--- config.mk ---
export PLATFORM = sky130hd
export DESIGN_NAME = multi_debouncer
export DESIGN_NICKNAME = d
export VERILOG_FILES = /design/src/rtl/multi_debouncer.sv
export SDC_FILE = /design/constraint.sdc
export NUM_CORES = 1
export LEC_CHECK = 0
export ABC_AREA = 1
export BUFFER_PORTS_ARGS = -buffer_cell sky130_fd_sc_hd__buf_4
export CORE_MARGIN = 2
export CORE_UTILIZATION = 55
export DETAILED_ROUTE_END_ITERATION = 10
export PLACE_DENSITY = 0.76
export SYNTH_ARGS = -nofsm -noshare
export SYNTH_HDL_FRONTEND = slang
export SYNTH_SLANG_ARGS = --single-unit
--- constraint.sdc ---
create_clock -name clk -period 1.8 [get_ports clk]
set_clock_uncertainty 0.05 [all_clocks]
set_input_delay 0.18 -clock clk [delete_from_list [all_inputs] [get_ports clk]]
set_output_delay 0.18 -clock clk [all_outputs]
set_load 0.01 [all_outputs]
--- src/rtl/multi_debouncer.sv ---
// N-channel push-button/switch debouncer: synchroniser, saturating stability counter, and registered rise/fall pulses.
// Optional auto-repeat pulses on held inputs are enabled by defining MULTI_DEBOUNCER_REPEAT_EN.
module multi_debouncer #(
    parameter int   CHANNELS      = 4,
    parameter int   SYNC_STAGES   = 2,
    parameter int   STABLE_CYCLES = 16,
    parameter logic INIT_VALUE    = 1'b0,
    parameter int   REPEAT_DELAY  = 500,
    parameter int   REPEAT_PERIOD = 100
) (
    input  logic                clk,
    input  logic                rst,
    input  logic                sample_en,
    input  logic [CHANNELS-1:0] in,
    output logic [CHANNELS-1:0] out,
    output logic [CHANNELS-1:0] rise,
    output logic [CHANNELS-1:0] fall,
    output logic [CHANNELS-1:0] rpt
);

    localparam int              CNT_W    = (STABLE_CYCLES > 1) ? $clog2(STABLE_CYCLES) : 1;
    localparam logic [CNT_W-1:0] CNT_LAST = CNT_W'(STABLE_CYCLES - 1);

    logic [SYNC_STAGES-1:0] sync_q [CHANNELS];
    logic [CNT_W-1:0]       cnt_q  [CHANNELS];
    logic [CHANNELS-1:0]    y;
    logic [CHANNELS-1:0]    commit;
    logic [CHANNELS-1:0]    out_next;

    // commit marks the edge on which a channel accepts its new level.
    always_comb begin
        y        = '0;
        commit   = '0;
        out_next = out;
        for (int i = 0; i < CHANNELS; i++) begin
            y[i]        = sync_q[i][SYNC_STAGES-1];
            commit[i]   = sample_en && (y[i] != out[i]) && (cnt_q[i] == CNT_LAST);
            out_next[i] = commit[i] ? y[i] : out[i];
        end
    end

    // NOTE: all state uses non-blocking assignments so every channel samples pre-edge values.
    always_ff @(posedge clk) begin
        if (rst) begin
            for (int i = 0; i < CHANNELS; i++) begin
                sync_q[i] <= {SYNC_STAGES{INIT_VALUE}};
                cnt_q[i]  <= '0;
            end
            out  <= {CHANNELS{INIT_VALUE}};
            rise <= '0;
            fall <= '0;
        end else begin
            for (int i = 0; i < CHANNELS; i++) begin
                sync_q[i] <= {sync_q[i][SYNC_STAGES-2:0], in[i]};
                if ((y[i] == out[i]) || commit[i])
                    cnt_q[i] <= '0;
                else if (sample_en)
                    cnt_q[i] <= cnt_q[i] + CNT_W'(1);
            end
            out  <= out_next;
            rise <= out_next & ~out;
            fall <= ~out_next & out;
        end
    end

`ifdef MULTI_DEBOUNCER_REPEAT_EN
    localparam int               RPT_MAX     = (REPEAT_DELAY > REPEAT_PERIOD) ? REPEAT_DELAY : REPEAT_PERIOD;
    localparam int               RPT_W       = $clog2(RPT_MAX + 1);
    localparam logic [RPT_W-1:0] DELAY_HIT   = RPT_W'(REPEAT_DELAY);
    localparam logic [RPT_W-1:0] PERIOD_HIT  = RPT_W'(REPEAT_PERIOD);

    logic [RPT_W-1:0]    rcnt_q [CHANNELS];
    logic [CHANNELS-1:0] repeating_q;

    // The first pulse waits REPEAT_DELAY ticks, later ones REPEAT_PERIOD; a fall edge clears before any pulse.
    always_ff @(posedge clk) begin
        if (rst) begin
            for (int i = 0; i < CHANNELS; i++) rcnt_q[i] <= '0;
            repeating_q <= '0;
            rpt         <= '0;
        end else begin
            for (int i = 0; i < CHANNELS; i++) begin
                if (!out_next[i] || (commit[i] && y[i])) begin
                    rcnt_q[i]      <= '0;
                    repeating_q[i] <= 1'b0;
                    rpt[i]         <= 1'b0;
                end else if (sample_en) begin
                    if ((rcnt_q[i] + RPT_W'(1)) == (repeating_q[i] ? PERIOD_HIT : DELAY_HIT)) begin
                        rcnt_q[i]      <= '0;
                        repeating_q[i] <= 1'b1;
                        rpt[i]         <= 1'b1;
                    end else begin
                        rcnt_q[i] <= rcnt_q[i] + RPT_W'(1);
                        rpt[i]    <= 1'b0;
                    end
                end else begin
                    rpt[i] <= 1'b0;
                end
            end
        end
    end
`else
    // Repeat timing parameters only matter when the feature is built; rpt is a constant zero here.
    localparam logic RPT_TIE = (REPEAT_DELAY > 0 && REPEAT_PERIOD > 0) ? 1'b0 : 1'b0;
    assign rpt = {CHANNELS{RPT_TIE}};
`endif

endmodule

==> results of run 1 <==
-- power by group --
| part | switching [mW] | internal (mW) |
|---|---|---|
| Clock | 0.261 | 0.191 |
| Combinational | 0.0433 | 0.0282 |
| Sequential | 0.0116 | 0.864 |
| Total | 0.316 | 1.08 |
-- through the flow --
step           instance area (µm²)  utilization (%)  instances  hold slack, ps  total power, mW
2_1_floorplan                 1617                -        167           237.0           0.9452
3_3_place_gp                  1739            63.07        209           332.3           0.9537
3_5_place_dp                  1739            63.07        209           337.0           0.9580
4_1_cts                       1842            66.79        221           105.6            1.416
5_1_grt                       1842            66.79        221           112.9            1.448
6_report                      1842            66.79        221           117.1            1.399
-- cell usage after synthesis --
library cell	count
dfxtp_1	20
nor4_2	3
nor3_1	1
nor2_2	5
nand3_2	5
inv_2	6
nor2_1	33
xor2_1	7
conb_1	1
buf_4	4
buf_6	1
nor2_4	3
buf_2	2
ha_1	4
nand2_2	3
o21ai_1	3
nand3_1	8
nand2_1	8
nand4_1	5
inv_1	21
edfxtp_1	16
xnor2_1	4
clkinv_2	1
-- flip-flops by register name, summed over array words and instances (netlist names) --
signal  flops
rise        4
cnt_q      16
out         4
fall        4
sync_q      8
-- layout make-up --
| cell class | instances | area share, % |
|---|---|---|
| sequential | 36 | 47.83 |
| multi-input combinational | 96 | 31.39 |
| timing repair buffer | 22 | 9.511 |
| inverter | 28 | 5.774 |
| clock buffer | 7 | 2.989 |
| tap | 31 | 2.106 |
| clock inverter | 1 | 0.4076 |
-- kinds of logic after synthesis --
| group | share of synthesized area [%] |
|---|---|
| other cells | 0.2336 |
| compound gates | 0.9350 |
| xor+xnor | 6.001 |
| buf+inv | 9.821 |
| flops | 54.87 |
| simple gates | 25.02 |
| fa+ha+maj | 3.118 |
-- cells in the final DEF, fill, tap and decap left out, types with 5 or more instances in the layout --
cell type	count
nor2_1	33
inv_1	21
dfxtp_1	20
buf_4	18
edfxtp_1	16
nand2_1	8
nand3_1	8
xor2_1	7
inv_2	6
nor2_2	5
nand4_1	5
nand3_2	5
clkbuf_4	5
-- final timing paths --
check        slack [ps]                        end  cells after the start
min                 120    sync_q[2][1]$_SDFF_PP0_                      2
max                 310  cnt_q[0][3]$_SDFFCE_PN0P_                      5
min reg2reg         360    sync_q[3][1]$_SDFF_PP0_                      2
max reg2reg         310  cnt_q[0][3]$_SDFFCE_PN0P_                      5
-- what timing repair did --
action,in CTS,in global routing
endpoints found under the hold margin,4,0
hold buffers,4,0
endpoints found under the setup margin,0,0
-- worst max-delay path, delay by kind of cell (launching register included) --
kind	cells	cell delay, ps
adders and majority gates	1	250
and+or+nand+nor	4	460
DFF	1	430
-- layer usage --
metal / wire, µm / vias to the layer above / track usage (%)
met2: 1423 / 19 / 31.49
met5: 0 / - / 0
li1: - / 563 / -
met4: 41 / 0 / 8.970
met1: 1187 / 505 / 21.29
met3: 86 / 6 / 4.688
==> results.cfg, run 1 <==
[detailed_routing]
ant_nets = 0
post-route-drc-count = 0
drt_wl_total_um = 2739
routed_via_density = 4.946
wl_per_cell_um = 12.39
drtPass1Iterations = 4
drt-initial-drc-count = 27
vias = 1093

[synthesis]
ys_seq_area_share_pct = 54.87
ys_ff_latch = 36
yosys_warnings = 0
yosys.area.top_type_share_pct = 29.93
synth_area_leaders = edfxtp_1, dfxtp_1, nor2_1
yosysTopAreaCell = edfxtp_1
netlist_instances = 164
netlist_area_um2 = 1605
synth.avg_cell_area_um2 = 9.788
yosysUniqueCellTypes = 23

[setup_path]
path_class = reg -> reg
cp_data_required_time_ps = 1790
cp-startpoint = cnt_q[0][0]$_SDFFCE_PN0P_
cp-end-kind = register
cp.arrival_ps = 1480
crit_path_top_delay_cell = edfxtp_1
crit_chain = ha_1 -> nand2_1 -> nor2_4 -> nor2_2 -> nand3_1
r2r-start = cnt_q[0][0]$_SDFFCE_PN0P_
startpoint_type = register
critPathMaxStageDelay_ps = 430
cp_max_fo = 4

[floorplanning]
start_util_pct = 58.21
die-height_um = 58.03
core_area_um2 = 2758
pin_count = 23
die_x_um = 58.03
std_cell_rows = 19
design.die.area_um2 = 3367

[cts]
clk_latency_ps = 330
cts-buffers-inserted = 5
path_clk_slew_ps = 110
postCtsSetupRepairBufs = 0
cts-resized-gates = 0
cts_sinks = 36
tritoncts = yes
clockRootBuffer = clkbuf_4
cts_max_level = 2
clock_path_buffers = 2

[timing]
final_hold_viol_count = 0
setup-violations-final = 0
setup_ws_ps = 314.5
period_needed_ps = 1485
min_period_over_period_pct = 82.53
fmax_ghz = 0.6732
fin_tns_setup_ps = 0
final_max_slew_viol_count = 0
rsz0062_at_grt = false

[cells_and_area]
fillers = 229
drive_gt1_share_pct = 26.84
multi_input_area_um2 = 578.1
n_antenna_cell = 0
nNetsFinal = 200
syn_to_final_growth_pct = 14.73
ff_latch_area_um2 = 880.8

[global_route]
grt.overflow.total = 0
track_usage_pct = 18.35
grt_pass1_wl_um = 4547
grt_pass1_vias = 1072
antenna_found_initial = 0
grt_max_degree = 17

[power]
p_per_area_nw_per_um2 = 759.8
max-vdd-ir-drop_mv = 0.5982
power.leakage_nw = 0.7716

[outcome]
status = finished clean

[placed_design]
place_ws_ps = 339.4
io_buffers = 18
dp_hpwl_um = 1999
place_congestion = 0.7708

[worst_hold_path]
holdCritStartpoint = rst
hp-class = in -> reg

[run]
maxCapViolations = 0
(Power assumes the default switching activity.)
==> run 2, diff against run 1 <==
--- a/config.mk
+++ b/config.mk
@@ -8,9 +8,9 @@
 export ABC_AREA = 1
 export BUFFER_PORTS_ARGS = -buffer_cell sky130_fd_sc_hd__buf_4
 export CORE_MARGIN = 2
-export CORE_UTILIZATION = 55
+export CORE_UTILIZATION = 50
 export DETAILED_ROUTE_END_ITERATION = 10
-export PLACE_DENSITY = 0.76
+export PLACE_DENSITY = 0.73
 export SYNTH_ARGS = -nofsm -noshare
 export SYNTH_HDL_FRONTEND = slang
 export SYNTH_SLANG_ARGS = --single-unit
==> constraint.sdc (replaced) <==
create_clock -name clk -period 1.2 [get_ports clk]
set_clock_uncertainty 0.05 [all_clocks]
set_input_delay 0.12 -clock clk [delete_from_list [all_inputs] [get_ports clk]]
set_output_delay 0.12 -clock clk [all_outputs]
set_load 0.01 [all_outputs]
==> run 2 against run 1 <==
The flow now finishes with violations (setup timing); non-clock buffer count rose by 17; via count is 5.9% higher; first-iteration DRC count is 22% lower; critical path type unchanged.
==> results.cfg, run 2 (synthesis gave the netlist of run 1 again) <==
[outcome]
status = complete, but fails checks
violations = setup timing

[global_route]
grt_pass1_wl_um = 4761
antenna_found_initial = 0
grt_use_met2_pct = 30.57
grt_use_met1_pct = 19.94
gr-usage-met3_pct = 4.478
grt_pass1_vias = 1181
track_usage_pct = 17.91
grt.busiest_layer = met2
grt.overflow.total = 0
grt_max_degree = 11

[cts]
clockRootBuffer = clkbuf_4
clock_path_buffers = 2
clk_latency_ps = 340
cts_sinks = 36
path_clk_slew_ps = 100
cts-buffers-inserted = 5
cts_max_level = 2
tritoncts = yes

[detailed_routing]
drt_wl_total_um = 2884
wl_per_cell_um = 11.49
vias = 1157
drt-initial-drc-count = 21
ant_nets = 0
routed_via_density = 4.610
post-route-drc-count = 0
drtPass1Iterations = 4

[cells_and_area]
syn_to_final_growth_pct = 34.06
fin_area_um2 = 2152
drive_gt1_share_pct = 43.48
n_antenna_cell = 0
reg_top3 = cnt_q x16, sync_q x8
nNetsFinal = 217
mostFrequentLayoutCells = buf_4, nor2_1, inv_1
regMostFlops = cnt_q
largest_reg_flops = 16
fin_cells = 251
final_common_cell = buf_4
utilization_pct = 70.49

[setup_path]
ff2ff_setup_slack_ps = -110
startpoint_type = register
cp-end-kind = register
cp_max_fo = 4
cp_data_required_time_ps = 1240
path_class = reg -> reg
cp.arrival_ps = 1350

[placed_design]
place_ws_ps = -134.1
dp_hpwl_um = 1954
place_congestion = 0.7256
io_buffers = 18
dp_cells = 235
place_area_um2 = 1883

[timing]
setup_ws_ps = -109.7
fin_tns_setup_ps = -2214
final_max_slew_viol_count = 0
period_needed_ps = 1310
min_period_over_period_pct = 109.1
rsz0062_at_grt = true
hold_ws_ps = 30.27
fmax_ghz = 0.7636
final_hold_viol_count = 0
setup-violations-final = 30

[floorplanning]
die-height_um = 60.66
core_area_um2 = 3053
start_util_pct = 52.58
std_cell_rows = 20
die_x_um = 60.66
pin_count = 23
design.die.area_um2 = 3680

[power]
pwr-share-clk_pct = 31.3
max-vdd-ir-drop_mv = 0.5809
p_seq_share_pct = 61.8
finalPower_mw = 2.124
pwr-share-comb_pct = 6.9
netSwitchingFraction_pct = 22.48
switching_power_mw = 0.4776
p_per_area_nw_per_um2 = 987.1
power.leakage_nw = 0.8656
p_int_mw = 1.647

[worst_hold_path]
hp-class = in -> reg

[run]
maxCapViolations = 0
run 2: cell types whose count changed in the layout (fill, tap and decap cells not counted), moves of 2 or more:
cell / previous run / this run
ha_2: 0 / 4
ha_1: 4 / 0
nor2_2: 5 / 8
nor2_4: 3 / 8
buf_4: 18 / 33
nand2_2: 3 / 7
nand3_2: 5 / 1
nor2_1: 33 / 25
xnor2_1: 4 / 2
nand3_1: 8 / 5
buf_6: 0 / 2
nand2_1: 8 / 4
nand3_4: 0 / 7
xnor2_2: 0 / 2
run 2: final cells by class:
class	count	area (µm²)
flip-flops and latches	36	880.8
repair buffers	39	310.3
clock buffers	8	58.81
inverters	28	108.9
multi-input cells	96	738.2
well taps	44	55.05
fillers	233	900.9
run 2: worst paths after layout:
check | start | to | depth (start not counted)
max reg2reg | cnt_q[3][0]$_SDFFCE_PN0P_ | cnt_q[3][1]$_SDFFCE_PN0P_ | 5
min reg2reg | sync_q[2][0]$_SDFF_PP0_ | sync_q[2][1]$_SDFF_PP0_ | 2
min | rst | sync_q[0][1]$_SDFF_PP0_ | 2
max | cnt_q[3][0]$_SDFFCE_PN0P_ | cnt_q[3][1]$_SDFFCE_PN0P_ | 5
run 2: layer usage:
layer | vias to the layer above | part of all wire (%)
li1 | 595 | -
met1 | 530 | 42
met2 | 25 | 51
met3 | 7 | 4.3
met4 | 0 | 1.8
met5 | - | 0
run 2: critical path: stages (launching register included):
cell and delay (ps):
edfxtp_1 430, ha_2 220, nand2_2 70, nor2_4 40, nor2_4 130, nand3_4 110
run 2: power groups by stage:
stage | registers (mW) | clock network [mW] | logic [mW]
finish | 1.31 | 0.665 | 0.147
global route | 1.32 | 0.743 | 0.162
floorplan | 1.34 | 0 | 0.0835
global placement | 1.34 | 0 | 0.108
detailed placement | 1.34 | 0 | 0.111
CTS | 1.31 | 0.680 | 0.136
run 2: what timing repair did:
item	4_1_cts	5_1_grt
endpoints found under the setup margin	29	38
hold buffers	4	0
resized for setup	10	19
endpoints found under the hold margin	4	0
buffers inserted	2	2
pin swaps	12	10
